### src/rtl/mmio_txn_checker_pkg.sv
// Shared types for the MMIO transaction checker: tracker entry layout and access kinds.
package mmio_txn_checker_pkg;

  localparam int MAX_REGIONS  = 8;
  // Region index is sized for the largest supported region count so the entry layout never changes.
  localparam int REGION_IDX_W = 3;

  typedef enum logic {
    KIND_RD = 1'b0,
    KIND_WR = 1'b1
  } txn_kind_e;

  typedef struct packed {
    txn_kind_e                 kind;
    logic                      hit;
    logic [REGION_IDX_W-1:0]   region_idx;
    logic [31:0]               addr;
    logic [31:0]               exp;
  } txn_entry_t;

endpackage

### src/rtl/mmio_txn_checker_fifo.sv
// In-order tracker of outstanding accesses; a push is accepted when full if a pop happens in the same cycle.
module mmio_txn_checker_fifo
  import mmio_txn_checker_pkg::*;
#(
  parameter int DEPTH = 4
) (
  input  logic       clk,
  input  logic       rst,
  input  logic       push,
  input  txn_entry_t push_data,
  input  logic       pop,
  output txn_entry_t head,
  output logic       full,
  output logic       empty
);

  localparam int AW = $clog2(DEPTH);

  txn_entry_t  mem [DEPTH];
  logic [AW:0] wr_ptr;
  logic [AW:0] rd_ptr;
  logic        do_push;
  logic        do_pop;

  assign empty   = (wr_ptr == rd_ptr);
  assign full    = (wr_ptr[AW] != rd_ptr[AW]) && (wr_ptr[AW-1:0] == rd_ptr[AW-1:0]);
  assign do_pop  = pop && !empty;
  assign do_push = push && (!full || do_pop);
  assign head    = mem[rd_ptr[AW-1:0]];

  always_ff @(posedge clk) begin
    if (rst) begin
      wr_ptr <= '0;
      rd_ptr <= '0;
    end else begin
      if (do_push) wr_ptr <= wr_ptr + 1'b1;
      if (do_pop)  rd_ptr <= rd_ptr + 1'b1;
    end
  end

  // When full, the slot being written is the head being popped; the head is read before the edge.
  always_ff @(posedge clk) begin
    if (do_push) mem[wr_ptr[AW-1:0]] <= push_data;
  end

endmodule

### config.mk
export PLATFORM = sky130hd
export DESIGN_NAME = mmio_txn_checker_fifo
export DESIGN_NICKNAME = d
export VERILOG_FILES = /design/src/rtl/mmio_txn_checker_pkg.sv /design/src/rtl/mmio_txn_checker_fifo.sv
export SDC_FILE = /design/constraint.sdc
export NUM_CORES = 1
export LEC_CHECK = 0
export CORE_MARGIN = 3
export CORE_UTILIZATION = 48
export DETAILED_ROUTE_END_ITERATION = 8
export PLACE_DENSITY = 0.79
export SLEW_MARGIN = 15
export SYNTH_ARGS = -nofsm -noshare
export SYNTH_HDL_FRONTEND = slang
export SYNTH_SLANG_ARGS = --single-unit
### constraint.sdc
create_clock -name clk -period 9.19 [get_ports clk]
set_clock_uncertainty 0.2 [all_clocks]
set_input_delay 0.919 -clock clk [delete_from_list [all_inputs] [get_ports clk]]
set_output_delay 0.919 -clock clk [all_outputs]
set_load 0.005 [all_outputs]
-- Yosys cells after proc, flatten, opt, wreduce, memory -nomap -nowiden
Memories as Yosys holds them, arrays and structs flattened. A register that Yosys moved wholly into a read port is not among the register bits.
Cells that the tools add are included.
- register bits after elaboration: 6
- memory bits (writable): 276
- input bits: 73
- output and inout bits: 71
- logic and storage cells: 18
- memories kept: 1
- add/sub/neg operators: 2
- eq/ne operators: 3
- multiplexer cells: 4
- reduce and logical (&&, ||, !) cells: 6
- memory list (memory ; depth ; width ; rd ports ; clocked after Yosys merged registers in ; wr ports ; line ; text):
    mem ; 4 ; 69 ; 1 ; 1 ; 1 ; mmio_txn_checker_fifo.sv:19 ; txn_entry_t mem [DEPTH];
- operator list (kind ; number):
    $add 3x1->3 const B ; 2
    $mux 2 ; 2
    $eq 3x3->1 ; 1
    $logic_and 1x1->1 ; 3
    $eq 2x2->1 ; 1
    $logic_not 1->1 ; 2
    $mux 1 ; 2
    $logic_or 1x1->1 ; 1
    $ne 1x1->1 ; 1

-- Depth between registers and ports, before layout
Gate-level depths: netlist of run 1.
- depth after elaboration: 7
- mapped depth: 4
- gate-level depth less buffers: 4

-- Worst setup path before layout of run 1
OpenSTA, ideal clock, no wires.
- path type: input port to flip-flop
- start point: input pop
- end point: register wr_ptr[2]
- library setup time: 0.136 ns
- arrival time: 5.015 ns
- required time: 8.854 ns
- setup slack: 3.838 ns
- stages on the path: 3
- buffers on the path: 0
- path through: inv_2 a41oi_1 mux2_1
- word-level cells in the longest chain between the ends: 3
- RTL lines (what ; line ; text):
    from (decl) ; mmio_txn_checker_fifo.sv:11 ; input logic pop,
    $logic_and 1x1->1 ; mmio_txn_checker_fifo.sv:27 ; assign do_pop = pop && !empty;
    $logic_or 1x1->1 ; mmio_txn_checker_fifo.sv:28 ; assign do_push = push && (!full || do_pop);
    $logic_and 1x1->1 ; mmio_txn_checker_fifo.sv:28 ;
    to (signal assigned) ; mmio_txn_checker_fifo.sv:36 ; if (do_push) wr_ptr <= wr_ptr + 1'b1;
    to (decl) ; mmio_txn_checker_fifo.sv:20 ; logic [AW:0] wr_ptr;
No other way between the ends.
A chain may end at the register's enable or synchronous reset.

==> impl_results.md, run 1 <==
* Core Region at 21220 um^2
* Cell leakage power at 4.146 nW
* Worst path slowest cell: dfxtp_4
* Post-layout util at 61.88%
* Synth Net Count at 494
* H-tree Lvls at 1
* Final Hold Vio Count at 0
* # Post-CTS Setup Buffers at 0
* Sequential share of the synthesized area at 80.66%
* Clk buf depth at 3
* Skew-Pair Late Insertion Delay at 530 ps
* Clock Sinks at 284
* TNS Setup at 0 ps
* Fin crit share at between 40% and 50%
* Wire per inst at between 20 and 25 um
* DRC at 0
* Maxcap violations at 0
* PwrDens at 242.1 nW/um^2
* Met2 wire len at 9.461 mm
* Wl on met1 at 7.438 mm
* N_diodes at 0
* I/O Buffers at 143
* Slew HR at 28.01%
* Clock Root Buffer: clkbuf_16
* Vias at between 4k and 5k
* Crit end category: primary output
* CTS tree: built
* Largest net degree at the start of global routing at 70
* Die Ht at 153.7 um
* Drt via density at 5.423
* Post-CTS sizing at 0
* Max Used Layer: met5
* Peak supply drop at roughly 0.16 mV
* Routability cong. at ~0.7
* DPL Wire Length at 10.53 mm
* DR iter-0 viols at 309
* Required @ worst endpoint at 8070 ps
* All-Layer GR Usage at 15.94%
* Top post-synthesis cells by count: edfxtp_1, mux4_2, buf_2, dfxtp_1
* Initial DRT Pass Iterations at 4
* Met3 WL at 1.255 mm
* First-pass GRT wire length at 29.51 mm
* Status: complete, no violations
* Cts hold-fix bufs at 0
* Final count of pins violating max slew at 0
* Register bit total from synthesis at 284
* Crit path depth at 3
* Die area at around 24000 um^2
* TritonCTS Buffers at 29
* CP startpoint kind: flop
* Unrepaired setup endpoints after global routing: no
* Top cell type's share of synthesized area at 79.13%
* Synth cell types at 30
* Layout Area Growth over Synthesis at 25.37%
* Crit path cell chain: buf_4, mux4_2, clkdlybuf4s50_1
* Syn Area/Cell at 25.18 um^2
* # IOs at 144
* CP Data Arrival Time at 3140 ps
* Worst Hold Class: reg -> reg
* Number of flops mapped to enable cells by yosys at 276
* Die width at about 150 um
* Reg clk slew, reported paths at 60 ps
* Num rows at 53
* Post-route ant nets at 0
* Vias in the first global route at 5323
* Grt total ovfl at 0
* CP bufs+invs at 2
* Starting Density at 49.36%
* CP Class: reg -> out
* Synth area leader: edfxtp_1
* Max Fclk at 0.2350 GHz
* Synth Instances at 416
* Largest cells by area after synthesis: edfxtp_1, mux4_2, dfxtp_1
* Ys flop type: edfxtp_1
* Initial antenna violation count at 1
* Async set or reset register ratio after synthesis at 0%
* WL final at 18.52 mm
* Top-count cell post-synth: edfxtp_1
* Final setup viols at 0
* Nets at ~650
* Max incr delay on CP at 790 ps
* Least-Margin Pin Slew at 1080 ps
* Synth warn at 0
* Delay-heaviest family, CP: buffers and inverters
* Crit-path max FO at 36
* WHS Path Cells at 2
* Layout cell share with drive strength beyond 1 at around 20%
* Syn Std Cell Area at between 10000 and 15000 um^2
* Reg2Reg Depth at 3
* Tmin final at roughly 4300 ps
logic make-up (layout without fill, tap and decap cells):
| group | Yosys count | after routing | share of synthesized area (%) |
|---|---|---|---|
| buffers and inverters | 22 | 202 | 1.063 |
| xor gates and xnor gates | 4 | 4 | 0.5496 |
| muxes | 75 | 75 | 15.49 |
| and+or+nand+nor | 21 | 21 | 1.135 |
| adders and majority gates | 5 | 5 | 0.5973 |
| AOI/OAI and AO/OA | 5 | 5 | 0.5018 |
| DFF | 284 | 284 | 80.66 |
layer usage:
metal | track usage, % | up-vias
li1 | - | 2098
met2 | 27.30 | 149
met3 | 4.447 | 35
met5 | 0 | -
met1 | 20.70 | 2439
met4 | 3.448 | 2
layout make-up:
type                            count  area (um^2)
Inverter                            5        18.77
Clock inverter                     12        155.1
Sequential cell                   284         8456
Multi-Input combinational cell    110         1941
Fill cell                        1434         8089
Timing Repair Buffer              146         1454
Clock buffer                       39        763.2
Tap cell                          275        344.1
worst reg2reg max path: stages, from the launching register on:
cell,delay [ps]
dfxtp_1,450
xnor2_2,200
a41oi_2,400
and2_4,940
where the power goes:
group | switching, W | internal [W]
Clock | 0.000440 | 0.000688
Sequential | 0.0000563 | 0.00150
Combinational | 0.000175 | 0.000318
sequential cells by signal, indices dropped and copies added (netlist names), named ones only:
name    flops
wr_ptr      3
mem       276
rd_ptr      3
cell usage in the layout (no fill, tap or decap), types with 3 or more instances in the layout:
cell type / Yosys / final
ha_1: 5 / 5
nand2b_1: 3 / 3
mux4_2: 69 / 69
clkinv_1: 0 / 7
clkbuf_16: 0 / 29
inv_1: 4 / 4
nor2_1: 6 / 6
clkbuf_1: 6 / 10
and2_4: 0 / 3
bufinv_16: 0 / 4
edfxtp_1: 276 / 276
buf_4: 1 / 3
clkdlybuf4s50_1: 0 / 143
nor2b_1: 3 / 3
mux2_1: 3 / 3
dfxtp_1: 8 / 6
worst paths after layout:
path | startpoint | to | slack (ps)
max | flop | head[26] | 4930
min | rd_ptr[1] | rd_ptr[1] | 380
max reg2reg | wr_ptr[1] | mem[1][55] | 6580
min reg2reg | rd_ptr[1] | rd_ptr[1] | 380
metrics by stage:
stage | hold slack [ps] | power, W | setup WS (ps) | instance area (um^2) | std cells
5_1_grt | 422.7 | 0.003313 | 4622 | 13130 | 871
3_5_place_dp | 349.6 | 0.002093 | 5332 | 12210 | 820
6_report | 378.1 | 0.003179 | 4934 | 13130 | 871
4_1_cts | 377.7 | 0.003226 | 4750 | 13130 | 871
3_3_place_gp | 331.0 | 0.002081 | 5305 | 12210 | 820
2_1_floorplan | 313.4 | 0.001819 | 3838 | 10470 | 416
Power figures use the tool's default switching activity.
==> inputs of run 2 (changes only) <==
==> constraint.sdc (replaced) <==
create_clock -name clk -period 4.35 [get_ports clk]
set_clock_uncertainty 0.2 [all_clocks]
set_input_delay 0.435 -clock clk [delete_from_list [all_inputs] [get_ports clk]]
set_output_delay 0.435 -clock clk [all_outputs]
set_load 0.005 [all_outputs]
==> impl_results.md, run 2 (same netlist as run 1, synthesis figures left out) <==
* Post-layout util at 62.16%
* Fin cells at approximately 870
* Worst R2R Setup Slack at between 1500 and 2000 ps
* FF/Latch Area at 8456 um^2
* Commonest non-fill, non-tap cells in the layout: edfxtp_1, clkdlybuf4s50_1, mux4_2
* CP Class: reg -> out
* Max Fclk at ~0.32 GHz
* DRC at 0
* Sw frac at a little over a fifth
* Drt via density at between 5 and 6
* I/O Buffers at 143
* Initial DRT Pass Iterations at 4
* Status: complete, no violations
* Reg2Reg Depth at 3
* DR iter-0 viols at ~300
* Post-Place Cells at 821
* TritonCTS Buffers at 28
* Starting Density at 49.36%
* Final setup viols at 0
* Slew HR at 28.37%
* Die width at around 150 um
* Clock Sinks at 284
* Clock Root Buffer: clkbuf_16
* Core Region at 21220 um^2
* Clock Power Share at between 30% and 40%
* Required @ worst endpoint at 3710 ps
* Die area at 23630 um^2
* Combinational share of power at 16.3%
* Clk buf depth at 3
* Wire per inst at 21.81 um
* First-pass GRT wire length at about 30 mm
* Critical R2R Capture: mem[0][52]
* Multi-input gate area at about 1900 um^2
* Crit end category: primary output
* Cell leakage power at 4.175 nW
* WL final at 19.02 mm
* Num rows at 53
* Cts hold-fix bufs at 0
* Largest net degree at the start of global routing at 70
* Vias in the first global route at 5226
* # Post-CTS Setup Buffers at 0
* Initial antenna violation count at 1
* Final Hold Vio Count at 0
* Critical Path Sink: head[44]
* Post-CTS sizing at 0
* Layout cell share with drive strength beyond 1 at 21.44%
* Internal power at approximately 0.0054 W
* Peak supply drop at 0.4453 mV
* Sequential share of power at a little under half
* Die Ht at 153.7 um
* Tmin final at 3164 ps
* Design area at 13190 um^2
* # IOs at 144
* N_diodes at 0
* Vias at ~4.8k
* NetSw at 0.001449 W
* Post-route ant nets at 0
* CP startpoint kind: flop
* Unrepaired setup endpoints after global routing: no
* DPL Wire Length at 11.16 mm
* Worst Hold Class: in -> reg
* H-tree Lvls at 1
* Maxcap violations at 0
* Nets at ~650
* CTS tree: built
* Final count of pins violating max slew at 0
* Routability cong. at 0.6992
* Max reg flops at 276
* Reg clk slew, reported paths at 60 ps
* Cell Area, Placed at 12230 um^2
* Most common cell after layout, fill and taps aside: edfxtp_1
* All-Layer GR Usage at 16.09%
* Filler Cells Inserted at around 1.4k
* CP Data Arrival Time at 2530 ps
* Skew-Pair Late Insertion Delay at roughly 510 ps
* PwrDens at roughly 520 nW/um^2
* Crit-path max FO at 33
* Layout Area Growth over Synthesis at 25.94%
* Fin crit share at 72.74%
* Least-Margin Pin Slew at 1074 ps
* Grt total ovfl at 0
* Overall power at 0.006807 W
* Reg2reg start: wr_ptr[1]
* TNS Setup at 0 ps
run 2: cell count changes in the layout (fill, tap and decap cells not counted):
cell,change
bufinv_16,+1
clkbuf_1,-8
inv_6,-1
clkinv_2,+5
buf_12,+1
clkinvlp_4,+3
run 2: final cells by class:
class	count	area share [%]
Clock inverter	20	1.698
Multi-Input combinational cell	110	14.71
Sequential cell	284	64.11
Timing Repair Buffer	147	11.17
Inverter	5	0.1423
Tap cell	275	2.609
Clock buffer	31	5.559
run 2: worst min-delay path by stage:
stage	from	to	slack, ps	cells after the start
finish	push_data[18]	mem[3][18]	350	1
floorplan	rd_ptr[1]	flop	310	2
global route	push_data[24]	mem[3][24]	340	1
CTS	push_data[18]	mem[3][18]	330	1
global placement	rd_ptr[1]	flop	330	2
detailed placement	rd_ptr[1]	flop	360	2
run 2: metal layers:
layer  wire length [um]  part of all wire [%]  track usage, %  up-vias
li1                   -                     -               -     2094
met1               7935                    42           23.01     2496
met2               9639                    51           26.32      175
met3               1219                   6.4           3.518       24
met4                209                   1.1           2.986        2
met5                 13                 0.068               0        -
run 2: critical path, cell delays in order, from the launching register on:
cell             delay [ps]
dfxtp_4                 360
buf_4                   530
mux4_2                  620
clkdlybuf4s50_1         480
run 2: metrics by stage:
step	hold WS, ps	setup WS (ps)
2_1_floorplan	313.4	942.9
3_3_place_gp	332.5	1518
3_5_place_dp	356.6	1418
4_1_cts	326.5	1119
5_1_grt	342.2	1027
6_report	352.2	1186
run 2: power by group through the flow:
stage               logic (W)  clock network, W  registers [W]
floorplan            0.000584                 0        0.00326
global placement      0.00111                 0        0.00329
detailed placement    0.00113                 0        0.00331
CTS                   0.00114           0.00251        0.00325
global route          0.00119           0.00262        0.00326
finish                0.00111           0.00245        0.00325
==> inputs of run 3 (changes only) <==
--- a/config.mk
+++ b/config.mk
@@ -8,7 +8,7 @@
 export CORE_MARGIN = 3
 export CORE_UTILIZATION = 48
 export DETAILED_ROUTE_END_ITERATION = 8
-export PLACE_DENSITY = 0.79
+export PLACE_DENSITY = 0.82
 export SLEW_MARGIN = 15
 export SYNTH_ARGS = -nofsm -noshare
 export SYNTH_HDL_FRONTEND = slang
==> constraint.sdc (replaced) <==
create_clock -name clk -period 2.8 [get_ports clk]
set_clock_uncertainty 0.2 [all_clocks]
set_input_delay 0.28 -clock clk [delete_from_list [all_inputs] [get_ports clk]]
set_output_delay 0.28 -clock clk [all_outputs]
set_load 0.005 [all_outputs]
==> impl_results.md, run 3 (same netlist as run 1, synthesis figures left out) <==
* Max reg flops at approximately 280
* Grt total ovfl at 0
* Reg clk slew, reported paths at ~60 ps
* Initial antenna violation count at 1
* Final Hold Vio Count at 0
* Dpl ws at ~440 ps
* Post-route ant nets at 0
* CP startpoint kind: flop
* TNS Setup at 0 ps
* Reg2reg start: wr_ptr[1]
* WHS at 189.0 ps
* DR iter-0 viols at around 260
* Crit-path max FO at 32
* WL final at ~19 mm
* I/O Buffers at 143
* Maxcap violations at 0
* Wire per inst at 21.57 um
* # IOs at between 100 and 150
* Die area at 23630 um^2
* CTS tree: built
* Cts hold-fix bufs at 0
* Die Ht at 153.7 um
* Clk buf depth at 3
* Cell Area, Placed at between 10000 and 15000 um^2
* Skew-Pair Late Insertion Delay at 520 ps
* First-pass GRT wire length at 30.08 mm
* Worst R2R Setup Slack at 610 ps
* Layout Area Growth over Synthesis at 28.04%
* Required @ worst endpoint at 2320 ps
* DRC at 0
* Fin crit share at 97.30%
* DPL Wire Length at 11.30 mm
* Num rows at 53
* Most common cell after layout, fill and taps aside: edfxtp_1
* WHS Path Cells at 1
* CP Data Arrival Time at 2240 ps
* CP Class: reg -> out
* Filler Cells Inserted at 1407
* Final setup viols at 0
* Least-Margin Pin Slew at 489.4 ps
* Final setup margin at 75.61 ps
* Design area at 13410 um^2
* Drt via density at 5.451
* Crit end category: primary output
* Hold path start: push_data[57]
* Clock Sinks at about 280
* Unrepaired setup endpoints after global routing: yes
* Core Region at between 20000 and 25000 um^2
* H-tree Lvls at 1
* Routability cong. at approximately 0.74
* PwrDens at 798.0 nW/um^2
* Vias at approximately 4.8k
* Commonest non-fill, non-tap cells in the layout: edfxtp_1, clkdlybuf4s50_1, mux4_2
* Nets at 660
* Slew HR at 67.38%
* All-Layer GR Usage at 16.27%
* Max Fclk at about 0.37 GHz
* Vias in the first global route at 5263
* Layout cell share with drive strength beyond 1 at 22.55%
* Starting Density at 49.36%
* Worst Hold Class: in -> reg
* Tmin final at 2724 ps
* Status: complete, no violations
* Initial DRT Pass Iterations at 4
* TritonCTS Buffers at 28
* Clock Root Buffer: clkbuf_16
* Critical R2R Capture: mem[0][22]
* Hold endpoint: mem[3][57]
* Peak supply drop at between 0.6 and 0.7 mV
* Final count of pins violating max slew at 0
* Reg2Reg Depth at 4
* Die width at 153.7 um
* Cell leakage power at 4.399 nW
* Largest net degree at the start of global routing at 70
-- run 3: layer usage --
layer  share of wire (%)  global-route usage (%)  routed length, um
met1                  41                   22.48               7768
met4                 2.1                   4.079                407
met2                  51                   27.07               9581
met5                   0                       0                  0
met3                 6.3                   3.349               1204
-- run 3: worst max-delay path by stage --
stage,startpoint,end,cells past startpoint
floorplan,wr_ptr[0],wr_ptr[2],4
global placement,pop,mem[0][55],5
detailed placement,pop,mem[0][55],5
CTS,flop,head[14],3
global route,flop,head[63],3
finish,flop,head[22],3
-- run 3: layout make-up --
type                       instances  area (um^2)  area share, %
sequential                       284         8456          63.05
multi-input combinational        110         1941          14.47
timing repair buffer             153         1667          12.43
clock buffer                      32        737.0          5.495
tap                              275        344.1          2.566
clock inverter                    19        245.2          1.829
inverter                           5        18.77         0.1400
antenna                            1        2.502        0.01866
-- run 3: worst max-delay path, cell delays in order, from the launching register on --
cell and delay (ps):
dfxtp_4 380, buf_12 250, mux4_2 580, clkdlybuf4s50_1 470
-- run 3: power by group --
part | internal [W] | switching, W | leakage [nW]
Clock | 0.00243 | 0.00147 | 0.480
Sequential | 0.00492 | 0.0000699 | 2.60
Combinational | 0.00109 | 0.000718 | 1.32
-- run 3: what timing repair did --
item,CTS,global route
gates cloned,0,0
setup buffers,0,0
endpoints found under the setup margin,2,21
gates resized for setup,1,16
-- run 3: through the flow --
stage | total power, W | utilization, % | instances
2_1_floorplan | 0.005965 | - | 416
3_3_place_gp | 0.006890 | 58.33 | 827
3_5_place_dp | 0.006932 | 58.33 | 827
4_1_cts | 0.01085 | 63.00 | 878
5_1_grt | 0.01111 | 63.20 | 879
6_report | 0.01070 | 63.20 | 879
